===== config.mk =====
export PLATFORM = sky130hd
export DESIGN_NAME = irq_sched
export DESIGN_NICKNAME = d
export VERILOG_FILES = /design/src/rtl/irq_pkg.sv /design/src/rtl/irq_prio_enc.sv /design/src/rtl/irq_sched.sv
export SDC_FILE = /design/constraint.sdc
export NUM_CORES = 1
export LEC_CHECK = 0
export BUFFER_PORTS_ARGS = -buffer_cell sky130_fd_sc_hd__buf_2
export CAP_MARGIN = 20
export CELL_PAD_IN_SITES_DETAIL_PLACEMENT = 0
export CELL_PAD_IN_SITES_GLOBAL_PLACEMENT = 2
export CORE_MARGIN = 1.5
export CORE_UTILIZATION = 37
export CTS_BUF_LIST = sky130_fd_sc_hd__clkbuf_2
export DETAILED_ROUTE_END_ITERATION = 16
export PLACE_DENSITY_LB_ADDON = 0.1
export REMOVE_ABC_BUFFERS = 1
export SLEW_MARGIN = 20
export SYNTH_ARGS = -nofsm -noshare
export SYNTH_HDL_FRONTEND = slang
export SYNTH_SLANG_ARGS = --single-unit

===== constraint.sdc =====
create_clock -name clk -period 4.05 [get_ports clk]
set_clock_uncertainty 0.2 [all_clocks]
set_input_delay 0.2025 -clock clk [delete_from_list [all_inputs] [get_ports clk]]
set_output_delay 0.2025 -clock clk [all_outputs]
set_load 0.05 [all_outputs]

===== src/rtl/irq_pkg.sv =====
// Shared types and default sizing for the interrupt scheduler family.
package irq_pkg;

   localparam int IRQ_N_CH  = 9;
   localparam int IRQ_VEC_W = 4;

   typedef enum logic [1:0] {
      IRQ_IDLE  = 2'd0,
      IRQ_ISSUE = 2'd1,
      IRQ_SVC   = 2'd2
   } irq_state_e;

endpackage


===== src/rtl/irq_prio_enc.sv =====
// Combinational fixed-priority encoder: the lowest set index wins.
module irq_prio_enc
   import irq_pkg::*;
#(
   parameter int N_CH  = IRQ_N_CH,
   parameter int VEC_W = IRQ_VEC_W
) (
   input  logic [N_CH-1:0]  din,
   output logic             valid,
   output logic [VEC_W-1:0] idx
);

   always_comb begin
      valid = |din;
      idx   = '0;
      // Scan downward so the lowest set bit is the last (winning) assignment.
      for (int i = N_CH - 1; i >= 0; i--) begin
         if (din[i]) idx = VEC_W'(i);
      end
   end

endmodule


===== src/rtl/irq_sched.sv =====
// Interrupt scheduler: edge-captured pending bits, mask, and one-at-a-time
// issue/ack/eoi handshake to a single host interrupt line.
//
// state     | meaning
// IRQ_IDLE  | nothing issued; waiting for an unmasked pending channel
// IRQ_ISSUE | irq asserted with vec, waiting for ack
// IRQ_SVC   | host servicing vec, waiting for eoi
module irq_sched
   import irq_pkg::*;
#(
   parameter int N_CH  = IRQ_N_CH,
   parameter int VEC_W = IRQ_VEC_W
) (
   input  logic             clk,
   input  logic             rst,
   input  logic [N_CH-1:0]  req,
   input  logic             mask_wr,
   input  logic [N_CH-1:0]  mask_din,
   input  logic             ack,
   input  logic             eoi,
   output logic             irq,
   output logic [VEC_W-1:0] vec,
   output logic             busy,
   output logic [N_CH-1:0]  pend
);

   irq_state_e       state, state_nx;
   logic [N_CH-1:0]  req_q;
   logic [N_CH-1:0]  mask;
   logic [N_CH-1:0]  rise;
   logic [N_CH-1:0]  cand;
   logic [N_CH-1:0]  clr;
   logic [N_CH-1:0]  pend_nx;
   logic [VEC_W-1:0] vec_nx;
   logic             win_valid;
   logic [VEC_W-1:0] win_idx;

   irq_prio_enc #(
      .N_CH  (N_CH),
      .VEC_W (VEC_W)
   ) u_prio_enc (
      .din   (cand),
      .valid (win_valid),
      .idx   (win_idx)
   );

   always_comb begin
      rise     = req & ~req_q;
      cand     = pend & ~mask;
      clr      = '0;
      state_nx = state;
      vec_nx   = vec;
      case (state)
         IRQ_IDLE: begin
            if (win_valid) begin
               state_nx = IRQ_ISSUE;
               vec_nx   = win_idx;
            end
         end
         IRQ_ISSUE: begin
            if (ack) begin
               state_nx = IRQ_SVC;
               for (int i = 0; i < N_CH; i++) begin
                  if (VEC_W'(i) == vec) clr[i] = 1'b1;
               end
            end
         end
         IRQ_SVC: begin
            if (eoi) state_nx = IRQ_IDLE;
         end
         default: state_nx = IRQ_IDLE;
      endcase
      // A fresh edge on the acknowledged channel re-arms it rather than being lost.
      pend_nx = (pend & ~clr) | rise;
   end

   always_ff @(posedge clk or posedge rst) begin
      if (rst) begin
         state <= IRQ_IDLE;
         req_q <= '0;
         pend  <= '0;
         mask  <= '0;
         vec   <= '0;
         irq   <= 1'b0;
         busy  <= 1'b0;
      end else begin
         state <= state_nx;
         req_q <= req;
         pend  <= pend_nx;
         if (mask_wr) mask <= mask_din;
         vec   <= vec_nx;
         irq   <= (state_nx == IRQ_ISSUE);
         busy  <= (state_nx == IRQ_SVC);
      end
   end

endmodule


==> impl_metrics.ini <==
[place]
post-place-ws_ns = 2.23
gp_congestion = 0.794
port_buffers = 37
hpwl_mm = 2.11

[clock_tree]
cts_buffer_depth = 2
clock_sinks = 35
cts_max_level = 2
cts-buffers-inserted = 5
clk_pin_slew_ns = 0.17
tritoncts = yes
clk_latency_ns = 0.37
post_cts.repair.setup_buffers = 0
post_cts_resized = 0
postCtsHoldBufs = 21
cts_root_buffer = clkbuf_2

[floorplan]
coreArea_mm2 = 0.00369
die_w_um = 65.2
initial_core_util_pct = 38.8
die_area_mm2 = 0.00425
io_pins = 38
die_y_um = 65.2
rows = 22

[logic_synthesis]
yosys.area_share.simple_pct = 14.3
synthMuxAreaShare_pct = 9.19
ys_top_cells_by_area = dfrtp_1 61%, o21ai_0 8.0%, mux2_2 7.1%
synth_cell_type_count = 21
avgSynthCellArea_um2 = 12.1
yosysTopAreaCellShare_pct = 61.2
synth_compound_area_share_pct = 12.3
synth_area_mm2 = 0.00143
synth-seq-cells = 35
synth-warning-count = 0
yosysTopAreaCell = dfrtp_1
synthAdderAreaFrac_pct = 0
synth_top_family_by_area = simple AND/OR/NAND/NOR gates
synth_xor_area_share_pct = 0
netlist_instances = 118
ys_seq_area_share_pct = 61.2

[final_layout]
final_cell_mix = 37 x buf_2, 35 x dfrtp_1, 23 x o21ai_0
fillerInstances = 350
finish.utilization_pct = 52.1
drive_above_1_share_pct = 33.3
regArea_um2 = 876
multi_input_area_um2 = 513
final_common_cell = buf_2
diodes = 0
layout.nets = 206
area_growth_pct = 34.5

[worst_setup_path]
timing.critical_path.required_ns = 4.13
r2r_slack_ns = 2.22
crit_fanout = 5
startpoint = pend[2]
critical_path_arrival_ns = 1.92
r2r_start = pend[2]
rr_worst_depth = 5
cp-endpoint = vec[0]
crit_type = reg -> reg
critPathCaptureType = flip-flop
reg2reg_to = vec[0]
crit_path_start_kind = flip-flop

[global_routing]
grt_pass1_wl_mm = 4.92
grt_pass1_vias = 1069
antenna_found_initial = 0
grt_usage_pct = 15.9
grt_start_max_net_pins = 36
overflow = 0

[timing]
slew_headroom_pct = 71.5
finalCriticalPeriod_ns = 1.83
setup_slack_ns = 2.22
fin_crit_sh_pct = 45.3
rsz0062_at_grt = false
setup_viol = 0
finalHoldViolCount = 0
tightest_slew_ns = 0.427
holdWs_ns = 0.0964
max_freq_mhz = 545
drv_slew = 0
setup_tns_ns = 0

[detailed_routing]
vias_per_cell = 4.58
firstDrtPassIters = 4
routedWlPerCell_um = 12.7
drc = 0
wl_mm = 2.94
drtAntennaViolNets = 0
drt_iter0_markers = 26
dr_total_vias = 1058

[power]
powerDensity_mw_per_mm2 = 552
ir_worst_vdd_mv = 0.213
power_leakage_uw = 0.000868

[min_path]
hold_class = in -> reg
hold_depth = 2
hold_path.startpoint = mask_wr

[flow_run]
maxCapViolCount = 0

[outcome]
status = complete, no violations
how the worst min path moves through the flow:
stage | to | slack [ns]
final | mask[1] | 0.1
after global routing | mask[6] | 0.07
after CTS | mask[4] | 0.07
after detailed placement | req_q[8] | 0.13
after global placement | req_q[8] | 0.11
after floorplan | req_q[0] | 0.03
through the flow:
step / area, um^2 / instances / power, uW
floorplan: 1430 / 117 / 801
global placement: 1680 / 203 / 909
detailed placement: 1680 / 203 / 915
CTS: 1920 / 231 / 1080
global route: 1920 / 231 / 1140
finish: 1920 / 231 / 1060
critical path: stages (launching register included):
cell     delay, ns
dfrtp_1       0.44
nor2b_4       0.15
nor4_4        0.29
nand3_2       0.14
o21ai_4       0.21
mux2_4        0.32
cell families after synthesis:
| logic type | after synthesis |
|---|---|
| buffers and inverters | 11 |
| DFF | 35 |
| muxes | 11 |
| AOI/OAI and AO/OA | 31 |
| and+or+nand+nor | 30 |
cell type report:
cell class / instances / share of cell area, %
timing repair buffer: 59 / 20.9
sequential: 35 / 45.5
clock buffer: 5 / 1.30
clock inverter: 2 / 0.455
tap: 48 / 3.12
multi-input combinational: 72 / 26.7
inverter: 10 / 1.95
synthesized netlist by cell type:
library cell / n
or2_2: 1
mux2_2: 9
o21ai_4: 1
inv_1: 10
clkbuf_1: 1
o21ai_0: 23
nor2b_4: 2
nand3b_1: 1
mux2_4: 2
or3_1: 2
nand3_2: 1
a32o_1: 1
o31ai_1: 1
nor2_1: 5
nand2_1: 2
a211oi_1: 1
nor4_4: 1
a21oi_1: 4
nand2b_1: 7
dfrtp_1: 35
nor2b_1: 8
per-layer routing:
| metal | GRT usage, % | share of wire (%) | vias up |
|---|---|---|---|
| li1 | - | - | 528 |
| met1 | 21.8 | 48 | 494 |
| met2 | 23.5 | 45 | 30 |
| met3 | 5.14 | 5.6 | 6 |
| met4 | 6.25 | 1.5 | 0 |
| met5 | 0 | 0 | - |
power by group:
| group | leakage, uW | total, uW | internal [uW] | switching, uW |
|---|---|---|---|---|
| clock | 0.0000262 | 144 | 36.5 | 108 |
| combinational | 0.000449 | 441 | 149 | 292 |
| sequential | 0.000393 | 476 | 417 | 58.5 |
sequential cells by signal, summed over array words and instances (netlist names):
| register | cells |
|---|---|
| busy | 1 |
| mask | 9 |
| req_q | 9 |
| pend | 9 |
| state | 2 |
| irq | 1 |
| vec | 4 |
No activity file was read; power rests on OpenSTA's default activity.
